===== config.mk =====
export PLATFORM = sky130hd
export DESIGN_NAME = deserializer
export DESIGN_NICKNAME = d
export VERILOG_FILES = /design/src/rtl/deserializer.sv
export SDC_FILE = /design/constraint.sdc
export NUM_CORES = 1
export LEC_CHECK = 0
export CAP_MARGIN = 20
export CORE_ASPECT_RATIO = 1.2
export CORE_MARGIN = 8
export CORE_UTILIZATION = 46
export DETAILED_ROUTE_END_ITERATION = 6
export PLACE_DENSITY = 0.81
export SLEW_MARGIN = 15
export SYNTH_ARGS = -nofsm -noshare
export SYNTH_HDL_FRONTEND = slang
export SYNTH_SLANG_ARGS = --single-unit
export TNS_END_PERCENT = 30

===== constraint.sdc =====
create_clock -name clk_10KHz -period 1.7 [get_ports clk_10KHz]
set_input_delay 0.34 -clock clk_10KHz [delete_from_list [all_inputs] [get_ports clk_10KHz]]
set_output_delay 0.34 -clock clk_10KHz [all_outputs]
set_load 0.005 [all_outputs]

===== src/rtl/deserializer.sv =====
`default_nettype none
// ============================================================================
// Module   : deserializer
// Brief    : Serial-to-parallel front end, MSB-first, with one-cycle push
//            strobe into a byte queue that can back-pressure via occupancy.
// Revision : 1.0 - initial release
// ============================================================================
module deserializer #(
    parameter int WIDTH       = 8,
    parameter int QUEUE_DEPTH = 8
) (
    input  logic             clk_10KHz,
    input  logic             reset,
    input  logic             data_in,
    input  logic             write_in,
    input  logic [7:0]       len_in,
    output logic [WIDTH-1:0] data_out,
    output logic             enqueue_out,
    output logic             status_out,
    output logic [3:0]       bit_count_out
);

    localparam logic [3:0] c_LAST_BIT = 4'(WIDTH - 1);
    localparam logic [8:0] c_DEPTH    = 9'(QUEUE_DEPTH);

    typedef enum logic [1:0] {
        S_COLLECT = 2'd0,
        S_HOLD    = 2'd1,
        S_PUSH    = 2'd2
    } state_t;

    state_t           r_state, w_state_nxt;
    // Only WIDTH-1 history bits are kept: the final bit goes straight to data_out.
    logic [WIDTH-2:0] r_shift, w_shift_nxt;
    logic [WIDTH-1:0] r_data,  w_data_nxt;
    logic             r_enq,   w_enq_nxt;
    logic             r_status, w_status_nxt;
    logic [3:0]       r_count, w_count_nxt;
    logic             w_space;

    assign w_space = ({1'b0, len_in} < c_DEPTH);

    always_ff @(posedge clk_10KHz or negedge reset) begin
        if (!reset) begin
            r_state  <= S_COLLECT;
            r_shift  <= '0;
            r_data   <= '0;
            r_enq    <= 1'b0;
            r_status <= 1'b0;
            r_count  <= 4'd0;
        end else begin
            r_state  <= w_state_nxt;
            r_shift  <= w_shift_nxt;
            r_data   <= w_data_nxt;
            r_enq    <= w_enq_nxt;
            r_status <= w_status_nxt;
            r_count  <= w_count_nxt;
        end
    end

    always_comb begin
        w_state_nxt  = r_state;
        w_shift_nxt  = r_shift;
        w_data_nxt   = r_data;
        w_enq_nxt    = 1'b0;
        w_status_nxt = r_status;
        w_count_nxt  = r_count;
        case (r_state)
            S_COLLECT: begin
                if (write_in) begin
                    w_shift_nxt = {r_shift[WIDTH-3:0], data_in};
                    if (r_count == c_LAST_BIT) begin
                        w_data_nxt   = {r_shift, data_in};
                        w_count_nxt  = 4'd0;
                        w_status_nxt = 1'b1;
                        w_state_nxt  = S_HOLD;
                    end else begin
                        w_count_nxt = r_count + 4'd1;
                    end
                end
            end
            S_HOLD: begin
                if (w_space) begin
                    w_enq_nxt   = 1'b1;
                    w_state_nxt = S_PUSH;
                end
            end
            S_PUSH: begin
                w_status_nxt = 1'b0;
                w_state_nxt  = S_COLLECT;
            end
            default: begin
                w_status_nxt = 1'b0;
                w_state_nxt  = S_COLLECT;
            end
        endcase
    end

    assign data_out      = r_data;
    assign enqueue_out   = r_enq;
    assign status_out    = r_status;
    assign bit_count_out = r_count;

endmodule
`default_nettype wire


==> impl_metrics.py, run 1 <==
metrics = {
    "outcome": {
        "status": "finished clean",
    },
    "critical_path": {
        "worst_r2r_endpoint": "data_out[1]",
        "crit_arrival_ns": 1.25,
        "crit_path_start_kind": "register",
        "crit_slowest_cell": "clkdlybuf4s50_1",
        "reg2reg_slack_ns": 0.20,
        "worst-path-stages": 1,
        "required_ns": 1.36,
        "r2r-start": "bit_count_out[0]",
        "endpoint_kind": "output port",
        "critical-path-top-delay-family": "buffers and inverters",
        "cpPeakStageDelay_ns": 0.52,
        "path_buf_inv": 1,
        "critical_path_class": "reg2out",
        "r2r.worst_path.cells": 5,
        "path_cells": "clkdlybuf4s50_1",
        "cp_max_fo": 4,
    },
    "place": {
        "dp_cells": 105,
        "preCtsSetupSlack_ns": -0.0901,
        "gp_congestion": 0.694,
        "placed_area_um2": 1220,
        "io_buffer_count": 22,
        "dp_hpwl_um": 1270,
    },
    "global_route": {
        "grt_usage_pct": 9.66,
        "grt_max_degree": 24,
        "grt_pass1_vias": 622,
        "grt_overflow": 0,
        "grt_pass1_wl_um": 2790,
        "antenna_found_initial": 0,
    },
    "power": {
        "p_switching_mw": 0.564,
        "combPwrFrac_pct": 39.8,
        "p_per_area_nw_per_um2": 1610,
        "switching_share_pct": 28.2,
        "p_int_mw": 1.44,
        "peakVddDrop_uv": 826,
        "p_total_mw": 2.00,
        "p_leak_nw": 0.548,
        "clkPwrFrac_pct": 12.4,
        "p_seq_share_pct": 47.8,
    },
    "synth": {
        "yosysWarnings": 0,
        "netlist_top_cells_count": "23 x dfrtp_1, 9 x mux2_2, 8 x mux2_4",
        "netlist_instances": 61,
        "async_flop_share_pct": 100,
        "syn_area_um2": 948,
        "yosysTopAreaCell": "dfrtp_1",
        "ys.flop_type": "dfrtp_1",
        "yosysMostFrequentCell": "dfrtp_1",
        "ys_seq_area_share_pct": 60.7,
        "yosys-top-cells-area": "dfrtp_1 61%, mux2_4 13%, mux2_2 11%",
        "yosys_register_bits": 23,
        "synth_edf_count": 0,
        "synth_top_cell_area_share_pct": 60.7,
        "synth_cell_type_count": 20,
        "syn_avg_cell_area_um2": 15.5,
        "synth_fp_nets": 74,
    },
    "clock_tree": {
        "cts_buffers": 3,
        "cts_setup_buffers": 0,
        "cts_tree": "yes",
        "insertion_delay_ns": 0.31,
        "holdBufCountCts": 0,
        "clockBufferDepth": 2,
        "root_buffer": "clkbuf_4",
        "htree_levels": 1,
        "cts_resized": 0,
        "cts.sinks": 23,
        "clkTransAtPathRegs_ns": 0.13,
    },
    "final_layout": {
        "drive_gt1_share_pct": 30.3,
        "num-fill-cells": 141,
        "multi_input_area_um2": 347,
        "insertedDiodeCount": 0,
        "area_delta_synth_final_pct": 31.3,
        "final_cells": 109,
        "fin_area_um2": 1240,
        "regArea_um2": 576,
        "final_core_util_pct": 62.1,
        "fin_nets": 103,
    },
    "sta": {
        "fin_tns_setup_ns": 0,
        "fin_ws_ns": 0.113,
        "fin_crit_ns": 1.59,
        "whs_ns": 0.361,
        "period_share_pct": 93.4,
        "rsz0062_at_grt": "no",
        "worstMarginPinSlew_ns": 0.280,
        "setup_viol": 0,
        "final_max_slew_viol_count": 0,
        "hold_viol_final": 0,
        "relSlewSlack_pct": 81.3,
        "fmax_mhz": 630,
        "skew_ns": 0.00931,
    },
    "min_path": {
        "hp-class": "in2async",
    },
    "routing": {
        "drt_iter0_drc": 7,
        "firstDrtPassIters": 4,
        "vias_per_cell": 5.27,
        "vias": 574,
        "avgRoutedWirePerCell_um": 15.0,
        "wl_um": 1630,
        "ant_nets": 0,
        "drc_errors": 0,
    },
    "job": {
        "cap_violations": 0,
    },
    "die": {
        "dieHeight_um": 65.7,
        "start_util_pct": 47.3,
        "rows": 18,
        "die-area_um2": 3780,
        "io_pins": 26,
        "die-width_um": 57.5,
        "core_region_area_um2": 2000,
    },
}
-- metal layers --
metal | vias to the layer above | part of all wire, % | track usage, %
met1 | 285 | 38 | 10.1
li1 | 267 | - | -
met2 | 16 | 55 | 16.6
met5 | - | 0 | 0
met3 | 6 | 4.0 | 1.95
met4 | 0 | 2.9 | 7.52
-- logic make-up after synthesis --
kind of cell,count (synthesis),share of synthesized area [%]
AO/OA/AOI/OAI,3,2.11
AND/OR/NAND/NOR,12,8.84
adder cells (fa/ha/maj),1,1.32
flip-flops,23,60.7
multiplexers,17,23.4
buffers and inverters,4,2.77
XOR/XNOR,1,0.924
-- power by group through the flow --
stage	logic, mW	registers [mW]	clock network (mW)
6_report	0.796	0.955	0.249
5_1_grt	0.860	0.991	0.291
3_3_place_gp	0.788	0.957	0
4_1_cts	0.813	0.960	0.261
2_1_floorplan	0.414	0.950	0
3_5_place_dp	0.809	0.974	0
-- final cells by class --
cell class / count / share of cell area, %
Clock buffer: 3 / 1.81
Clock inverter: 1 / 0.402
Inverter: 2 / 0.603
Multi-Input combinational cell: 34 / 27.8
Sequential cell: 23 / 46.2
Tap cell: 20 / 2.01
Timing Repair Buffer: 26 / 21.1
-- flip-flops by register name, summed over array words and instances (netlist names) --
| register | flops |
|---|---|
| bit_count_out | 4 |
| r_shift | 7 |
| enqueue_out | 1 |
| r_state | 2 |
| status_out | 1 |
| data_out | 8 |
-- cell usage in the layout, fill, tap and decap left out, drive strengths merged, types with 2 or more instances in the layout --
master,netlist,layout
buf,2,4
clkbuf,0,3
clkdlybuf4s50,0,22
dfrtp,23,23
inv,2,2
mux2,17,17
nand2,2,2
nor2,2,2
nor3,2,2
-- worst max path at each step --
stage / startpoint / endpoint / slack (ns)
global route: bit_count_out[2] / bit_count_out[2] / 0.04
detailed placement: write_in / data_out[3] / -0.09
finish: bit_count_out[2] / bit_count_out[2] / 0.11
floorplan: bit_count_out[0] / data_out[0] / 0.30
CTS: bit_count_out[2] / bit_count_out[2] / 0.09
global placement: write_in / data_out[4] / -0.06
Power figures use the tool's default switching activity.
==> inputs of run 2 (changes only) <==
CELL_PAD_IN_SITES_DETAIL_PLACEMENT = 0   (was not set)
CELL_PAD_IN_SITES_GLOBAL_PLACEMENT = 2   (was not set)
CORE_UTILIZATION = 31   (was 46)
GPL_TIMING_DRIVEN = 1   (was not set)
PLACE_DENSITY = 0.8   (was 0.81)
==> impl_metrics.py, run 2 (same netlist as run 1, synthesis figures left out) <==
metrics = {
    "die": {
        "die-area_um2": 5090,
        "dieHeight_um": 76.6,
        "io_pins": 26,
        "start_util_pct": 31.6,
        "die-width_um": 66.5,
        "rows": 22,
        "core_region_area_um2": 3000,
    },
    "critical_path": {
        "required_ns": 1.36,
        "critical-path-top-delay-family": "buffers and inverters",
        "worst-path-stages": 1,
        "crit_slowest_cell": "clkdlybuf4s50_1",
        "r2r.worst_path.cells": 5,
        "worst_r2r_endpoint": "data_out[6]",
        "critical_path_class": "reg2out",
        "cp_max_fo": 4,
        "path_cells": "clkdlybuf4s50_1",
        "crit_end": "bit_count_out[2]",
        "r2r-start": "bit_count_out[0]",
        "crit_arrival_ns": 1.25,
        "cp-startpoint": "bit_count_out[2]",
        "path_buf_inv": 1,
        "crit_path_start_kind": "register",
        "cpPeakStageDelay_ns": 0.53,
        "endpoint_kind": "output port",
        "reg2reg_slack_ns": 0.19,
    },
    "global_route": {
        "grt_overflow": 0,
        "grt_max_degree": 24,
        "grt_pass1_vias": 607,
        "grt_pass1_wl_um": 2770,
        "grt_usage_pct": 6.86,
        "antenna_found_initial": 0,
    },
    "sta": {
        "skew_ns": 0.00287,
        "fmax_mhz": 629,
        "fin_ws_ns": 0.111,
        "final_max_slew_viol_count": 0,
        "rsz0062_at_grt": "no",
        "worstMarginPinSlew_ns": 0.284,
        "setup_viol": 0,
        "period_share_pct": 93.5,
        "hold_viol_final": 0,
        "relSlewSlack_pct": 81.0,
        "fin_crit_ns": 1.59,
        "fin_tns_setup_ns": 0,
    },
    "power": {
        "p_switching_mw": 0.548,
        "p_total_mw": 1.98,
        "p_int_mw": 1.43,
        "p_leak_nw": 0.542,
        "p_seq_share_pct": 48.3,
        "p_per_area_nw_per_um2": 1580,
        "combPwrFrac_pct": 39.5,
        "clkPwrFrac_pct": 12.2,
        "switching_share_pct": 27.7,
        "peakVddDrop_uv": 772,
    },
    "routing": {
        "vias_per_cell": 4.47,
        "drt_iter0_drc": 14,
        "vias": 554,
        "avgRoutedWirePerCell_um": 12.9,
        "wl_um": 1600,
        "ant_nets": 0,
        "firstDrtPassIters": 2,
        "drc_errors": 0,
    },
    "place": {
        "dp_hpwl_um": 1160,
        "preCtsSetupSlack_ns": -0.0613,
        "io_buffer_count": 22,
        "gp_congestion": 0.648,
        "dp_cells": 120,
    },
    "clock_tree": {
        "root_buffer": "clkbuf_4",
        "cts_resized": 0,
        "htree_levels": 1,
        "cts_tree": "yes",
        "clockBufferDepth": 2,
        "holdBufCountCts": 0,
        "clkTransAtPathRegs_ns": 0.12,
        "cts.sinks": 23,
        "insertion_delay_ns": 0.30,
        "cts_setup_buffers": 0,
        "cts_buffers": 3,
    },
    "final_layout": {
        "largest_register_ff_count": 8,
        "num-fill-cells": 293,
        "final_cells": 124,
        "fin_nets": 102,
        "mostFrequentLayoutCells": "23 x dfrtp_1, 22 x clkdlybuf4s50_1, 9 x mux2_2",
        "final_core_util_pct": 41.9,
        "area_delta_synth_final_pct": 32.6,
        "drive_gt1_share_pct": 29.5,
        "final_common_cell": "dfrtp_1",
        "insertedDiodeCount": 0,
    },
    "job": {
        "cap_violations": 0,
    },
    "min_path": {
        "hp-class": "in2async",
    },
    "outcome": {
        "status": "finished clean",
    },
}
==> run 2: power by group through the flow <==
stage	clock, mW	sequential, mW	combinational, mW
floorplan	0	0.950	0.414
CTS	0.256	0.962	0.802
global placement	0	0.967	0.789
global route	0.281	0.998	0.864
finish	0.242	0.957	0.782
detailed placement	0	0.970	0.799
==> run 2: worst min path at each step <==
stage          startpoint          endpoint  slack [ns]  depth (start not counted)
2_1_floorplan       reset  bit_count_out[0]        0.04                          0
3_3_place_gp   status_out        status_out        0.47                          1
6_report            reset       data_out[4]        0.38                          2
5_1_grt             reset        r_shift[4]        0.38                          2
3_5_place_dp   status_out        status_out        0.48                          1
4_1_cts             reset       data_out[4]        0.38                          2
==> run 2: per-stage QoR <==
step                hold slack, ns  cell area (um2)
floorplan                   0.0444              948
global placement             0.473             1230
detailed placement           0.482             1230
CTS                          0.375             1260
global route                 0.384             1260
finish                       0.376             1260
==> run 2: final cells by class <==
type / instances / area [um2] / area share [%]
Timing Repair Buffer: 25 / 255 / 20.3
Multi-Input combinational cell: 34 / 347 / 27.6
Tap cell: 36 / 45.0 / 3.58
Inverter: 2 / 7.51 / 0.597
Clock inverter: 1 / 5.00 / 0.398
Clock buffer: 3 / 22.5 / 1.79
Sequential cell: 23 / 576 / 45.8
==> run 2: metal layers <==
layer | vias up | global-route usage, % | part of all wire, %
met5 | - | 0 | 0
met4 | 0 | 3.85 | 1.3
met3 | 2 | 2.21 | 7.0
met2 | 12 | 9.87 | 49
met1 | 273 | 8.66 | 43
li1 | 267 | - | -
==> inputs of run 3 (changes only) <==
CAP_MARGIN = not set   (was 20)
==> results of run 3 <==
Same layout as run 2: the final DEF is identical, and so are final timing and power.
